File: config.mk
export PLATFORM = sky130hd
export DESIGN_NAME = conv_window_mac_flat
export DESIGN_NICKNAME = d
export VERILOG_FILES = /design/src/rtl/conv_window_mac_if.sv /design/src/rtl/conv_window_mac.sv /design/src/flat_wrapper.sv
export SDC_FILE = /design/constraint.sdc
export NUM_CORES = 1
export LEC_CHECK = 0
export BUFFER_PORTS_ARGS = -buffer_cell sky130_fd_sc_hd__buf_4
export CAP_MARGIN = 20
export CORE_UTILIZATION = 50
export CTS_BUF_LIST = sky130_fd_sc_hd__clkbuf_4 sky130_fd_sc_hd__clkbuf_8 sky130_fd_sc_hd__clkbuf_16
export CTS_CLUSTER_SIZE = 16
export DETAILED_ROUTE_END_ITERATION = 12
export PLACE_DENSITY = 0.67
export SLEW_MARGIN = 20
export SYNTH_ARGS = -nofsm -noshare
export SYNTH_HDL_FRONTEND = slang
export SYNTH_SLANG_ARGS = --single-unit
File: constraint.sdc
create_clock -name CLK -period 7.9 [get_ports CLK]
set_clock_uncertainty 0.1 [all_clocks]
set_input_delay 0.395 -clock CLK [delete_from_list [all_inputs] [get_ports CLK]]
set_output_delay 0.395 -clock CLK [all_outputs]
set_load 0.005 [all_outputs]
File: src/rtl/conv_window_mac_if.sv
// conv_window_mac_if
//   Bundles the buffer-write, control and result signals of the convolution
//   multiply-accumulate stage.
//   master : testbench / upstream side (drives writes, start, pix_addr)
//   slave  : conv_window_mac side (drives busy, result, valid, err)
interface conv_window_mac_if #(
  parameter int DATA_W = 4,
  parameter int ACC_W  = 11
);
  logic              pix_we;
  logic [3:0]        pix_waddr;
  logic [DATA_W-1:0] pix_wdata;
  logic              k_we;
  logic [3:0]        k_waddr;
  logic [DATA_W-1:0] k_wdata;
  logic              start;
  logic [3:0]        pix_addr;
  logic              busy;
  logic [ACC_W-1:0]  result;
  logic              valid;
  logic              err;

  modport master (
    output pix_we, pix_waddr, pix_wdata, k_we, k_waddr, k_wdata, start, pix_addr,
    input  busy, result, valid, err
  );

  modport slave (
    input  pix_we, pix_waddr, pix_wdata, k_we, k_waddr, k_wdata, start, pix_addr,
    output busy, result, valid, err
  );
endinterface

File: src/rtl/conv_window_mac.sv
// conv_window_mac
//   Multiply-accumulate stage of the 4x4 image convolution datapath. Holds a
//   16-entry pixel buffer and a 9-entry kernel buffer, follows the upstream
//   window counter's address stream and accumulates the nine products of the
//   3x3 window at addresses 5,6,7,9,10,11,13,14,15 into one result.
// Ports:
//   CLK    : clock, rising edge
//   RESET  : asynchronous active-low reset
//   bus    : conv_window_mac_if.slave
//            pix_we/pix_waddr/pix_wdata : pixel buffer write (IDLE only)
//            k_we/k_waddr/k_wdata       : kernel buffer write (IDLE only, index 0..8)
//            start                      : request a window pass (sampled in IDLE)
//            pix_addr                   : upstream window address stream
//            busy                       : high in ARM and ACC
//            result                     : last completed sum, held
//            valid                      : one-cycle pulse when result updates
//            err                        : one-cycle pulse on an address-sequence violation
module conv_window_mac #(
  parameter int DATA_W = 4,
  parameter int ACC_W  = 11
) (
  input logic             CLK,
  input logic             RESET,
  conv_window_mac_if.slave bus
);

  localparam int PROD_W = 2 * DATA_W;

  localparam logic [1:0] ST_IDLE = 2'b00;
  localparam logic [1:0] ST_ARM  = 2'b01;
  localparam logic [1:0] ST_ACC  = 2'b10;

  logic [1:0]        state_r;
  logic [3:0]        tap_r;
  logic [ACC_W-1:0]  acc_r;
  logic [ACC_W-1:0]  result_r;
  logic              valid_r;
  logic              err_r;
  logic              busy_r;
  logic [DATA_W-1:0] pix_mem_r  [0:15];
  logic [DATA_W-1:0] kern_mem_r [0:8];

  logic [3:0]        exp_addr_s;
  logic              addr_hit_s;
  logic [PROD_W-1:0] prod_s;
  logic [ACC_W-1:0]  prod_ext_s;
  logic [ACC_W-1:0]  sum_s;

  // Window address expected for a given tap: row = tap/3, col = tap%3, both
  // offset by one into the 4x4 image, i.e. {row+1, col+1}.
  function automatic logic [3:0] tap_addr(input logic [3:0] tap);
    logic [3:0] a;
    case (tap)
      4'd0:    a = 4'd5;
      4'd1:    a = 4'd6;
      4'd2:    a = 4'd7;
      4'd3:    a = 4'd9;
      4'd4:    a = 4'd10;
      4'd5:    a = 4'd11;
      4'd6:    a = 4'd13;
      4'd7:    a = 4'd14;
      4'd8:    a = 4'd15;
      default: a = 4'd0;
    endcase
    return a;
  endfunction

  // Product of the addressed pixel and the current tap's weight. Only used
  // when pix_addr matches tap_r's address, so kern[tap_r] is the weight the
  // address itself maps to.
  always_comb begin
    exp_addr_s = tap_addr(tap_r);
    addr_hit_s = (bus.pix_addr == exp_addr_s);
    prod_s     = {{(PROD_W-DATA_W){1'b0}}, pix_mem_r[bus.pix_addr]} *
                 {{(PROD_W-DATA_W){1'b0}}, kern_mem_r[tap_r]};
    prod_ext_s = {{(ACC_W-PROD_W){1'b0}}, prod_s};
    sum_s      = acc_r + prod_ext_s;
  end

  // Pixel and kernel buffers; writes are accepted only while idle.
  always_ff @(posedge CLK or negedge RESET) begin
    if (!RESET) begin
      for (int i = 0; i < 16; i++) pix_mem_r[i] <= {DATA_W{1'b0}};
      for (int i = 0; i < 9; i++)  kern_mem_r[i] <= {DATA_W{1'b0}};
    end else begin
      if (state_r == ST_IDLE && bus.pix_we) begin
        pix_mem_r[bus.pix_waddr] <= bus.pix_wdata;
      end
      if (state_r == ST_IDLE && bus.k_we && bus.k_waddr <= 4'd8) begin
        kern_mem_r[bus.k_waddr] <= bus.k_wdata;
      end
    end
  end

  // Pass control FSM, accumulator and registered result/status outputs.
  always_ff @(posedge CLK or negedge RESET) begin
    if (!RESET) begin
      state_r  <= ST_IDLE;
      tap_r    <= 4'd0;
      acc_r    <= {ACC_W{1'b0}};
      result_r <= {ACC_W{1'b0}};
      valid_r  <= 1'b0;
      err_r    <= 1'b0;
      busy_r   <= 1'b0;
    end else begin
      valid_r <= 1'b0;
      err_r   <= 1'b0;
      case (state_r)
        ST_IDLE: begin
          if (bus.start) begin
            state_r <= ST_ARM;
            busy_r  <= 1'b1;
          end
        end
        ST_ARM: begin
          // Wait for the counter to reach the window origin; everything else
          // (including its post-reset 0) is skipped.
          if (bus.pix_addr == 4'd5) begin
            acc_r   <= prod_ext_s;
            tap_r   <= 4'd1;
            state_r <= ST_ACC;
          end
        end
        ST_ACC: begin
          if (addr_hit_s) begin
            if (tap_r == 4'd8) begin
              result_r <= sum_s;
              valid_r  <= 1'b1;
              acc_r    <= {ACC_W{1'b0}};
              tap_r    <= 4'd0;
              state_r  <= ST_IDLE;
              busy_r   <= 1'b0;
            end else begin
              acc_r <= sum_s;
              tap_r <= tap_r + 4'd1;
            end
          end else begin
            // Out-of-order address: drop the partial sum, keep old result.
            err_r   <= 1'b1;
            acc_r   <= {ACC_W{1'b0}};
            tap_r   <= 4'd0;
            state_r <= ST_IDLE;
            busy_r  <= 1'b0;
          end
        end
        default: begin
          acc_r   <= {ACC_W{1'b0}};
          tap_r   <= 4'd0;
          state_r <= ST_IDLE;
          busy_r  <= 1'b0;
        end
      endcase
    end
  end

  assign bus.busy   = busy_r;
  assign bus.result = result_r;
  assign bus.valid  = valid_r;
  assign bus.err    = err_r;

endmodule

File: src/flat_wrapper.sv
// flat-port wrapper written by rule: the top's interface ports become plain ports
module conv_window_mac_flat 
#(
  parameter int DATA_W = 4,
  parameter int ACC_W  = 11
)
  (CLK, RESET, bus_pix_we, bus_pix_waddr, bus_pix_wdata, bus_k_we, bus_k_waddr, bus_k_wdata, bus_start, bus_pix_addr, bus_busy, bus_result, bus_valid, bus_err);
  conv_window_mac_if #(.DATA_W(DATA_W), .ACC_W(ACC_W)) bus_i ();
  input logic CLK;
  input logic RESET;
  input wire logic [$bits(bus_i.pix_we)-1:0] bus_pix_we;
  input wire logic [$bits(bus_i.pix_waddr)-1:0] bus_pix_waddr;
  input wire logic [$bits(bus_i.pix_wdata)-1:0] bus_pix_wdata;
  input wire logic [$bits(bus_i.k_we)-1:0] bus_k_we;
  input wire logic [$bits(bus_i.k_waddr)-1:0] bus_k_waddr;
  input wire logic [$bits(bus_i.k_wdata)-1:0] bus_k_wdata;
  input wire logic [$bits(bus_i.start)-1:0] bus_start;
  input wire logic [$bits(bus_i.pix_addr)-1:0] bus_pix_addr;
  output wire logic [$bits(bus_i.busy)-1:0] bus_busy;
  output wire logic [$bits(bus_i.result)-1:0] bus_result;
  output wire logic [$bits(bus_i.valid)-1:0] bus_valid;
  output wire logic [$bits(bus_i.err)-1:0] bus_err;
  assign bus_i.pix_we = bus_pix_we;
  assign bus_i.pix_waddr = bus_pix_waddr;
  assign bus_i.pix_wdata = bus_pix_wdata;
  assign bus_i.k_we = bus_k_we;
  assign bus_i.k_waddr = bus_k_waddr;
  assign bus_i.k_wdata = bus_k_wdata;
  assign bus_i.start = bus_start;
  assign bus_i.pix_addr = bus_pix_addr;
  assign bus_busy = bus_i.busy;
  assign bus_result = bus_i.result;
  assign bus_valid = bus_i.valid;
  assign bus_err = bus_i.err;
  conv_window_mac #(.DATA_W(DATA_W), .ACC_W(ACC_W)) u_core (.CLK(CLK), .RESET(RESET), .bus(bus_i));
endmodule
# Word-level counts from Yosys, hierarchy flattened
# Memories as Yosys holds them, arrays and structs flattened.
# Index checks and enable logic that the tools add are counted.
[word_totals]
ff_bits = 131
latchBits = 0
ram_bits = 0
romBits = 64
output_inout_bits = 14
memories = 1
[memory_table]
columns = ["memory", "words", "width", "read_ports", "rd_ports_with_merged_regs", "write_ports", "line", "text"]
rows = [
  ["(no name shown)", 16, 4, 1, 0, 0, "conv_window_mac.sv:53", "case (tap)"],
]
[classes]
add_sub_neg = 2
n_mul = 1
div = 0
order_cmp = 7
eq_ne = 8
n_shift = 0
n_mux = 34
n_bitwise = 6
n_reduce_logical = 10
[op_table]
columns = ["cell", "count"]
rows = [
  ["$bwmux W64", 1],
  ["$bwmux W36", 1],
  ["$mux W4", 9],
  ["$mux W11", 3],
  ["$pmux W11 S3", 1],
  ["$bmux W4 S4", 2],
  ["$demux W4 S4", 2],
  ["$ge A5 B5 Y1 const B", 4],
  ["$not A4 Y5", 4],
  ["$pmux W4 S3", 1],
  ["$add A11 B8 Y11", 1],
  ["$lt A5 B1 Y1 const B", 2],
  ["$reduce_and A3 Y1", 3],
  ["$mul A4 B4 Y8", 1],
  ["$mux W1", 8],
  ["$mux W2", 4],
  ["$pmux W2 S3", 1],
  ["$logic_and A1 B1 Y1", 5],
  ["$add A4 B1 Y4 const B", 1],
  ["$eq A4 B3 Y1 const B", 1],
  ["$eq A4 B4 Y1", 1],
  ["$eq A4 B4 Y1 const B", 1],
  ["$le A4 B4 Y1 const B", 1],
  ["$ne A3 B3 Y1 const B", 1],
  ["8 further kinds", 9],
]

# Logic depth before layout (Yosys ltp)
# Gate-level depths: netlist (run 1).
[logic_depth]
depth_word = 9
mapped_depth = 21
ltp_nobuf = 20

# Least setup slack after synthesis (run 1)
# OpenSTA, ideal clock, no wires.
[synth_path]
path_kind = "input to register"
from = "in bus_pix_addr[1]"
to = "reg u_core.result_r[10], in the netlist u_core.bus.result[10]"
arrival_time_ns = 5.072
t_required_ns = 7.675
slack_ns = 2.603
path_stages = 18
n_path_buf = 2
cell_sequence = "clkbuf_1 clkbuf_1 mux4_2 mux4_2 nand2_1 fa_1 inv_1 fa_1 ha_1 a21o_1 a21oi_1 xnor2_1 ha_1 a21o_1 or3_1 o2111ai_1 xnor2_1 mux2_4"
[synth_via]
elab_chain_len = 6
elab_cells_between_ends = 8
classes_between = "1 x add/sub; 1 x mul; 1 x eq/ne; 3 x mux; 1 x bitwise; 1 x reduce/logical"
[synth_rtl]
columns = ["item", "line", "text"]
rows = [
  ["start: declaration", "flat_wrapper.sv:18", "input wire logic [$bits(bus_i.pix_addr)-1:0] bus_pix_addr;"],
  ["$not A4 Y5 (not written as such)", "conv_window_mac.sv:74", "prod_s = {{(PROD_W-DATA_W){1'b0}}, pix_mem_r[bus.pix_addr]} *"],
  ["$bmux W4 S4", "conv_window_mac.sv:74", ""],
  ["$mux W4 (not written as such) (2 in series)", "conv_window_mac.sv:74", ""],
  ["$mul A4 B4 Y8", "conv_window_mac.sv:74", ""],
  ["$add A11 B8 Y11", "conv_window_mac.sv:77", "sum_s = acc_r + prod_ext_s;"],
  ["end signal: assignment", "conv_window_mac.sv:101", "result_r <= {ACC_W{1'b0}};"],
  ["end signal: assignment", "conv_window_mac.sv:127", "result_r <= sum_s;"],
  ["end: declaration", "conv_window_mac.sv:36", "logic [ACC_W-1:0] result_r;"],
]
# Several ways; a longest one is shown, not always the timed one. The select of a mux whose other input is x is not followed.
# A chain may end at the register's enable or synchronous reset.

# Worst setup path after layout (run 1)
[layout_path]
from = "reg u_core.tap_r[0]"
to = "reg u_core.result_r[8], in the netlist u_core.bus.result[8]"
[layout_via]
elab_chain_len = 6
elab_cells_between_ends = 10
classes_between = "1 x add/sub; 1 x mul; 2 x eq/ne; 3 x mux; 1 x bitwise; 1 x reduce/logical; 1 x memory"
[layout_rtl]
columns = ["item", "line", "text"]
rows = [
  ["start: declaration", "conv_window_mac.sv:34", "logic [3:0] tap_r;"],
  ["start signal: assignment", "conv_window_mac.sv:135", "tap_r <= tap_r + 4'd1;"],
  ["$not A4 Y5 (not written as such)", "conv_window_mac.sv:75", "{{(PROD_W-DATA_W){1'b0}}, kern_mem_r[tap_r]};"],
  ["$bmux W4 S4", "conv_window_mac.sv:75", ""],
  ["$mux W4 (not written as such) (2 in series)", "conv_window_mac.sv:75", ""],
  ["$mul A4 B4 Y8", "conv_window_mac.sv:74", ""],
  ["$add A11 B8 Y11", "conv_window_mac.sv:77", ""],
]
# Several ways; a longest one is shown, not always the timed one. The select of a mux whose other input is x is not followed.

==> results of run 1 <==
[flip-flops by register name, indices dropped and copies added, names as in the netlist]
name               cells
u_core.kern_mem_r     36
u_core.bus.busy        1
u_core.acc_r          11
u_core.bus.err         1
u_core.pix_mem_r      64
u_core.tap_r           4
u_core.state_r         2
u_core.bus.result     11
u_core.bus.valid       1
[path summary, 6_finish.rpt]
kind	from	end	slack, ns	cells after the start
worst max-delay path	u_core.tap_r[0]$_DFFE_PN0P_	u_core.bus.result[8]$_DFFE_PN0P_	2.39	18
worst min-delay path	bus_k_wdata[1]	u_core.kern_mem_r[29]$_DFFE_PN0P_	0.18	2
worst max register to register	u_core.tap_r[0]$_DFFE_PN0P_	u_core.bus.result[8]$_DFFE_PN0P_	2.39	18
min in group asynchronous	RESET	u_core.pix_mem_r[63]$_DFFE_PN0P_	0.46	2
max in group asynchronous	RESET	u_core.kern_mem_r[26]$_DFFE_PN0P_	6.08	3
worst min register to register	u_core.acc_r[6]$_DFFE_PN0P_	u_core.acc_r[6]$_DFFE_PN0P_	0.40	2
[cell type report]
class / instances / share of cell area
clock buffers: 23 / 0.0605
clock inverters: 9 / 0.0125
inverters: 33 / 0.0151
multi-input cells: 382 / 0.445
flip-flops and latches: 131 / 0.401
well taps: 180 / 0.0275
repair buffers: 41 / 0.0384
[cells by family after synthesis]
kind of cell / after synthesis / share of synthesized area
muxes: 144 / 0.270
DFF: 131 / 0.459
buffers and inverters: 53 / 0.0317
and+or+nand+nor: 124 / 0.0922
AOI/OAI and AO/OA: 68 / 0.0683
xor gates and xnor gates: 12 / 0.0147
adders and majority gates: 34 / 0.0648
[worst max-delay path: stages (launching register included)]
cell,delay [ns]
dfrtp_1,0.64
nor4b_1,0.70
nand2_1,0.10
o21ai_0,0.18
nand2_1,0.13
fa_1,0.54
inv_1,0.05
fa_1,0.50
ha_1,0.33
a211oi_1,0.23
o21bai_1,0.10
a21oi_1,0.17
xor2_1,0.21
inv_1,0.07
ha_1,0.23
or3_1,0.38
o21ai_0,0.35
xnor2_1,0.11
mux2_2,0.27
[Yosys cell counts, drive strengths merged (2+ instances only)]
| cell | n |
|---|---|
| dfrtp | 131 |
| mux2 | 104 |
| inv | 32 |
| nand2 | 31 |
| ha | 29 |
| mux4 | 28 |
| nor2 | 27 |
| o21ai | 18 |
| clkbuf | 13 |
| and2 | 12 |
| mux2i | 12 |
| a21oi | 11 |
| nand2b | 10 |
| buf | 7 |
| nand3 | 6 |
| nor2b | 6 |
| xnor2 | 6 |
| xor2 | 6 |
| fa | 5 |
| a22oi | 4 |
| nor3 | 4 |
| nor4 | 4 |
| o21bai | 4 |
| a211oi | 3 |
| a21o | 3 |
| a32oi | 3 |
| nand3b | 3 |
| nand4 | 3 |
| nand4b | 3 |
| o221ai | 3 |
| o22ai | 3 |
| a311o | 2 |
| and3 | 2 |
| and4bb | 2 |
| nor3b | 2 |
| o211ai | 2 |
| o32a | 2 |
| or2 | 2 |
| or4 | 2 |
[power breakdown]
| group | leakage [µW] | internal, µW | switching, µW |
|---|---|---|---|
| clock | 0.000292 | 502 | 287 |
| combinational | 0.00177 | 479 | 414 |
| sequential | 0.00168 | 934 | 151 |
[cells in the final DEF, fill, tap and decap left out, types with 5 or more instances in the layout]
| master | count |
|---|---|
| a21oi_1 | 11 |
| mux4_2 | 28 |
| inv_1 | 32 |
| nor2_1 | 27 |
| fa_1 | 5 |
| o21ai_0 | 18 |
| nand2b_1 | 10 |
| xor2_1 | 6 |
| mux2_2 | 102 |
| dfrtp_1 | 131 |
| and2_1 | 12 |
| buf_4 | 39 |
| xnor2_1 | 6 |
| nand2_1 | 31 |
| nand3_1 | 6 |
| mux2i_1 | 12 |
| clkbuf_16 | 17 |
| nor2b_1 | 6 |
| ha_1 | 29 |
[timing repair]
action,in CTS,in global routing
buffers inserted,0,0
endpoints found under the hold margin,52,0
hold buffers,1,0
[routing by layer]
metal	vias to the layer above	track usage	routed length, µm
li1	2146	-	-
met1	2405	0.318	7090
met2	88	0.340	6970
met3	19	0.0534	530
met4	0	0.0810	260
met5	-	0	0
[per-stage QoR]
step | hold WS, ns | instances | area (µm²) | total power, µW | util
floorplan | -0.000591 | 566 | 7150 | 1730 | -
global placement | 0.380 | 766 | 7570 | 1950 | 0.543
detailed placement | 0.388 | 766 | 7570 | 1980 | 0.543
CTS | 0.168 | 799 | 8180 | 2780 | 0.587
global route | 0.180 | 799 | 8180 | 2940 | 0.587
finish | 0.178 | 799 | 8180 | 2770 | 0.587
==> results.md, run 1 <==
* WL final at 14.8 mm
* Fin. max-slew vios at 0
* Asr flop ratio synth at 1.00
* DRC viols at 0
* Area Growth Syn to Fin at 14.5%
* Pwr dens at 338 mW/mm²
* Post-synth top area cell: dfrtp_1
* Synth Flop Type: dfrtp_1
* Skew-Pair Late Insertion Delay at 0.43 ns
* Final Hold Vio Count at 0
* Slew margin rel. at 0.347
* Critical path type: flop to flop
* Vias/cell at 5.83
* Post-route ant nets at 0
* Worst path arrival time at 5.72 ns
* Minimum clock period at 5.51 ns
* Dpl ws at 2.27 ns
* Wire length per cell at 18.6 µm
* Die Span Y at 122 µm
* Total Nets Final at 665
* Tot GR Track Use at 0.225
* Syn avg cell area at 12.6 µm²
* Ys Warns at 0
* CTS sink cnt at 131
* Hold Crit Class: input port to flop
* Mapped Area at 0.00715 mm²
* Total grt overflow at 0
* Num CTS Buffers at 17
* Post-synth EDFFs at 0
* Initial DRC Count at 246
* CTS root buf: clkbuf_16
* Worst setup SP type: flop
* Leading post-synthesis cells by cell area: dfrtp_1 46%, mux2_2 16%, mux4_2 8.8%, ha_1 5.1%, mux2i_1 1.7%
* TritonRoute pass-1 iters at 4
* #FFs+latches synth at 131
* Cells after Synth at 566
* RePlAce Congestion at 0.858
* MaxCap Viol Count at 0
* Maximum VDD drop at 0.162 mV
* Die width at 122 µm
* CTS tree: yes
* Syn_nets at 625
* Worst path required time at 8.11 ns
* Multi-input gate area at 0.00364 mm²
* # resized after CTS at 0
* Crit share post-route at 0.698
* Top cell type's share of synthesized area at 0.459
* Worst slew pin tran at 0.970 ns
* Initial antenna violation count at 0
* Synth cell types at 61
* CTS Buffer Depth at 2
* Setup ws final at 2.39 ns
* Vias in the first global route at 4721
* H-tree Lvls at 4
* DIE AREA at 0.0148 mm²
* Setup_tns at 0 ns
* Max Fclk at 181 MHz
* HPWL after DPL at 10.4 mm
* RSZ-0062 raised after global routing: no
* Share of layout cells above drive strength 1 at 0.341
* Clk pin slew, worst setup/hold paths at 0.06 ns
* Status: finished, final reports clean
* Antenna cells at 0
* Global-route wire length before repair at 25.0 mm
* Largest net degree at the start of global routing at 80
* Area of the core at 0.0139 mm²
* IO Pins at 39
* CP Max Fanout at 15
* Number of fill cells at 1134
* Register area at 0.00328 mm²
* DR vias at 4658
* Leak at 0.00374 µW
* Row count at 43
* Register area share after synthesis at 0.459
* Starting Density at 0.513
* CP endpoint kind: flop
* Final setup viols at 0
* Input/output buffers at 38
No activity file was read; power rests on OpenSTA's default activity.
==> inputs of run 2 (changes only) <==
Settings changed: PLACE_DENSITY 0.67 to 0.7.
Clock period 7.9 ns to 4.9 ns, I/O delays scaled along.
==> results.md, run 2 (same netlist as run 1, synthesis figures left out) <==
* Crit share post-route at 1.01
* CTS sink cnt at 131
* Die width at 122 µm
* Worst slew pin tran at 1.04 ns
* Vias/cell at 5.86
* Total grt overflow at 0
* Most common cell after layout, fill and taps aside: dfrtp_1
* HPWL after DPL at 11.2 mm
* Global-route wire length before repair at 26.6 mm
* Tot GR Track Use at 0.238
* Met1 Use GR at 0.321
* Crit path max-delay family: adder cells
* Num CTS Buffers at 17
* Final setup viols at 1
* Status: complete, but fails checks
* Critical-path top delay cell: fa_2
* Register area at 0.00328 mm²
* Starting Density at 0.513
* Total Nets Final at 705
* Hold Crit Class: input port to flop
* Minimum clock period at 4.95 ns
* DRC viols at 0
* CTS tree: yes
* Worst setup SP type: flop
* Regs by FF count: u_core.pix_mem_r (64), u_core.kern_mem_r (36)
* Final Hold Vio Count at 0
* Initial antenna violation count at 0
* WL final at 16.1 mm
* Critical path's most frequent cell: ha_4
* Antenna cells at 0
* DIE AREA at 0.0148 mm²
* RePlAce Congestion at 0.842
* Vias in the first global route at 5050
* H-tree Lvls at 4
* RSZ-0062 raised after global routing: yes
* Commonest non-fill, non-tap cells in the layout: 130 x dfrtp_1, 102 x mux2_2, 77 x buf_4, 30 x nand2_1, 29 x inv_1
* Maximum VDD drop at 0.325 mV
* Max Fclk at 202 MHz
* CP Max Fanout at 8
* Skew-Pair Late Insertion Delay at 0.42 ns
* Clk pin slew, worst setup/hold paths at 0.06 ns
* Critical path type: flop to flop
* CTS root buf: clkbuf_16
* Leak at 0.00396 µW
* Slew margin rel. at 0.300
* Worst-path cell chain: buf_8 -> buf_12 -> mux4_2 -> mux2i_1 -> o21ai_2 -> nand2_1 -> fa_1 -> inv_2 -> fa_2 -> ha_4 -> a211oi_2 -> o21bai_1 -> a21oi_1 -> xor2_1 -> inv_1 -> ha_4 -> or3_4 -> o2111ai_4 -> xnor2_2 -> mux2_4
* Input/output buffers at 38
* Fraction of met3 tracks used by global routing at 0.0557
* Largest register FFs at 64
* IO Pins at 39
* Pwr dens at 553 mW/mm²
* Row count at 43
* Placed Cells incl. Taps at 795
* MaxCap Viol Count at 0
* Multi-input gate area at 0.00381 mm²
* Crit-path max cell delay at 0.58 ns
* Area Growth Syn to Fin at 21.3%
* Die Span Y at 122 µm
* Total Power at 4790 µW
* TritonRoute pass-1 iters at 5
* Setup ws final at -0.0471 ns
* Area of the core at 0.0139 mm²
* Fin. max-slew vios at 0
* Post-route ant nets at 0
* WHS at 0.0371 ns
* M2 GR Usage at 0.370
* Worst path arrival time at 5.15 ns
* Share of layout cells above drive strength 1 at 0.424
* DR vias at 4911
* Failing checks: negative setup slack
* Buf/Inv on CP at 4
* Number of fill cells at 1014
* Setup_tns at -0.0471 ns
* CTS Buffer Depth at 2
* Biggest register: u_core.pix_mem_r
* Initial DRC Count at 378
* Wire length per cell at 19.2 µm
* Dpl ws at -0.320 ns
* Worst path required time at 5.10 ns
* CP endpoint kind: flop
* Post-layout instance count excluding filler cells at 838
* Busiest grt layer: met2
* Largest net degree at the start of global routing at 69
[run 2: cell count changes in the layout (fill, tap and decap cells not counted), sizes merged]
cell	previous run	this run
buf	40	80
bufinv	2	3
clkbuf	23	21
clkinv	5	6
clkinvlp	3	1
inv	32	33
[run 2: report_power, final]
part | internal (µW) | leakage, µW | total, µW | switching, µW
Sequential | 1510 | 0.00168 | 1750 | 238
Clock | 831 | 0.000300 | 1290 | 458
Combinational | 981 | 0.00199 | 1760 | 779
[run 2: per-stage QoR]
| stage | instance area (µm²) | util |
|---|---|---|
| 3_5_place_dp | 7800 | 0.560 |
| 4_1_cts | 8460 | 0.607 |
| 3_3_place_gp | 7800 | 0.560 |
| 6_report | 8670 | 0.622 |
| 5_1_grt | 8670 | 0.622 |
| 2_1_floorplan | 7170 | - |
[run 2: what timing repair did]
| action | CTS | global route |
|---|---|---|
| endpoints found under the setup margin | 9 | 10 |
| endpoints found under the hold margin | 63 | 0 |
| hold buffers | 1 | 0 |
| pin swaps | 7 | 23 |
| gates resized for setup | 10 | 29 |
| buffers inserted | 2 | 9 |
[run 2: final cells by class]
| type | count | area share |
|---|---|---|
| Multi-Input combinational cell | 382 | 0.439 |
| Sequential cell | 131 | 0.378 |
| Tap cell | 180 | 0.0260 |
| Inverter | 33 | 0.0143 |
| Clock inverter | 10 | 0.0151 |
| Timing Repair Buffer | 81 | 0.0731 |
| Clock buffer | 21 | 0.0540 |
[run 2: layer usage]
metal | vias to the layer above | routed length [µm]
met5 | - | 0
met1 | 2517 | 7200
met2 | 136 | 7770
li1 | 2229 | -
met3 | 29 | 731
met4 | 0 | 405
[run 2: final timing paths]
path                       slack [ns]  depth (start not counted)                        startpoint                                 to
min reg2reg                      0.40                          1  u_core.kern_mem_r[9]$_DFFE_PN0P_   u_core.kern_mem_r[9]$_DFFE_PN0P_
min                              0.04                          2                    bus_k_wdata[0]  u_core.kern_mem_r[24]$_DFFE_PN0P_
max in group asynchronous        2.88                          3                             RESET        u_core.tap_r[1]$_DFFE_PN0P_
max reg2reg                     -0.05                         20       u_core.tap_r[0]$_DFFE_PN0P_  u_core.bus.result[10]$_DFFE_PN0P_
min in group asynchronous        0.38                          2                             RESET   u_core.pix_mem_r[31]$_DFFE_PN0P_
max                             -0.05                         20       u_core.tap_r[0]$_DFFE_PN0P_  u_core.bus.result[10]$_DFFE_PN0P_
==> inputs of run 3 (changes only) <==
Settings changed: HOLD_SLACK_MARGIN set to 0.06, SLEW_MARGIN 20 to unset.
==> results.md, run 3 (same netlist as run 1, synthesis figures left out) <==
* CTS root buf: clkbuf_16
* CTS sink cnt at 131
* Failing checks: negative setup slack
* Maximum VDD drop at 0.326 mV
* Hold Crit Class: input port to flop
* TritonRoute pass-1 iters at 5
* DRC viols at 0
* Total Power at 4800 µW
* Final setup viols at 1
* Largest net degree at the start of global routing at 69
* Total grt overflow at 0
* Crit share post-route at 1.01
* Global-route wire length before repair at 26.6 mm
* Input/output buffers at 38
* Worst slew pin tran at 1.02 ns
* Fin. max-slew vios at 0
* Skew-Pair Late Insertion Delay at 0.41 ns
* Sw Pwr at 1480 µW
* Critical path type: flop to flop
* Wire length per cell at 19.2 µm
* Total Nets Final at 709
* Clk pin slew, worst setup/hold paths at 0.06 ns
* Tot GR Track Use at 0.239
* WL final at 16.2 mm
* CTS Buffer Depth at 2
* DIE AREA at 0.0148 mm²
* Biggest register: u_core.pix_mem_r
* Die Span Y at 122 µm
* IO Pins at 39
* MaxCap Viol Count at 0
* Regs by FF count: u_core.pix_mem_r (64), u_core.kern_mem_r (36)
* Post-route ant nets at 0
* Final Hold Vio Count at 0
* Switch share at 0.308
* Largest register FFs at 64
* Most common cell after layout, fill and taps aside: dfrtp_1
* Antenna cells at 0
* Share of layout cells above drive strength 1 at 0.421
* Initial antenna violation count at 0
* Pwr dens at 551 mW/mm²
* CP endpoint kind: flop
* H-tree Lvls at 4
* Sequential share of power at 0.364
* CP Max Fanout at 8
* RePlAce Congestion at 0.842
* Worst path arrival time at 5.15 ns
* Dpl ws at -0.320 ns
* Setup ws final at -0.0452 ns
* Vias in the first global route at 5060
* Num CTS Buffers at 17
* Area of the core at 0.0139 mm²
* Slew margin rel. at 0.315
* CTS tree: yes
* Area Growth Syn to Fin at 21.9%
* Vias/cell at 5.85
* DR vias at 4923
* Initial DRC Count at 381
* Commonest non-fill, non-tap cells in the layout: 130 x dfrtp_1, 102 x mux2_2, 77 x buf_4, 30 x nand2_1, 29 x inv_1
* Starting Density at 0.513
* Leak at 0.00398 µW
* Max Fclk at 202 MHz
* Die width at 122 µm
* WHS at 0.107 ns
* Worst path required time at 5.10 ns
* Power Internal at 3320 µW
* Status: complete, but fails checks
* Worst setup SP type: flop
* Combinational share of power at 0.368
* Minimum clock period at 4.95 ns
* Clock power share at 0.268
* RSZ-0062 raised after global routing: yes
* HPWL after DPL at 11.2 mm
* Number of fill cells at 1012
* Row count at 43
* Setup_tns at -0.0452 ns
-- run 3: power groups by stage --
stage / registers [µW] / logic [µW] / clock network, µW
final: 1750 / 1770 / 1290
after CTS: 1740 / 1650 / 1310
after floorplan: 1660 / 1130 / 0
after global placement: 1740 / 1530 / 0
after detailed placement: 1750 / 1600 / 0
after global routing: 1790 / 1920 / 1360
-- run 3: metal layers --
| metal | up-vias | wire (µm) | global-route usage |
|---|---|---|---|
| li1 | 2237 | - | - |
| met1 | 2532 | 7360 | 0.321 |
| met2 | 122 | 7750 | 0.371 |
| met3 | 32 | 664 | 0.0557 |
| met4 | 0 | 397 | 0.103 |
| met5 | - | 0 | 0 |
-- run 3: stage by stage --
stage	util	area [µm²]	cells
final	0.625	8710	842
after global routing	0.625	8710	842
after CTS	0.610	8500	833
after detailed placement	0.560	7800	795
after global placement	0.560	7800	795
after floorplan	-	7170	566
-- run 3: path summary, 6_finish.rpt --
check                      slack [ns]  cells past startpoint                        startpoint                                end
min reg2reg                      0.40                      1  u_core.kern_mem_r[9]$_DFFE_PN0P_   u_core.kern_mem_r[9]$_DFFE_PN0P_
min                              0.11                      2                  bus_pix_wdata[3]   u_core.pix_mem_r[15]$_DFFE_PN0P_
max reg2reg                     -0.05                     20       u_core.tap_r[0]$_DFFE_PN0P_  u_core.bus.result[10]$_DFFE_PN0P_
min in group asynchronous        0.38                      2                             RESET   u_core.pix_mem_r[31]$_DFFE_PN0P_
max                             -0.05                     20       u_core.tap_r[0]$_DFFE_PN0P_  u_core.bus.result[10]$_DFFE_PN0P_
max in group asynchronous        2.88                      3                             RESET        u_core.tap_r[1]$_DFFE_PN0P_
-- run 3: critical path, cell delays in order, from the launching register on --
cell and delay, ns:
dfrtp_1 0.40, buf_8 0.15, buf_12 0.12, mux4_2 0.34, mux2i_1 0.08, o21ai_2 0.16, nand2_1 0.10, fa_1 0.57
inv_2 0.05, fa_2 0.58, ha_4 0.21, a211oi_2 0.21, o21bai_1 0.09, a21oi_1 0.17, xor2_1 0.24, inv_1 0.11
ha_4 0.17, or3_4 0.40, o2111ai_4 0.23, xnor2_2 0.09, mux2_4 0.25
-- run 3: layout make-up --
cell class                      count  area, µm²  share of cell area
Multi-Input combinational cell    382       3810               0.437
Clock inverter                     10        131              0.0151
Inverter                           33        124              0.0142
Tap cell                          180        225              0.0259
Clock buffer                       21        468              0.0537
Sequential cell                   131       3280               0.376
Timing Repair Buffer               85        674              0.0774
-- run 3: timing repair --
item | in CTS | in global routing
pin swaps | 7 | 23
hold endpoints to repair | 98 | 0
buffers inserted | 2 | 9
gates resized for setup | 10 | 29
setup endpoints to repair | 9 | 10
hold buffers | 5 | 0
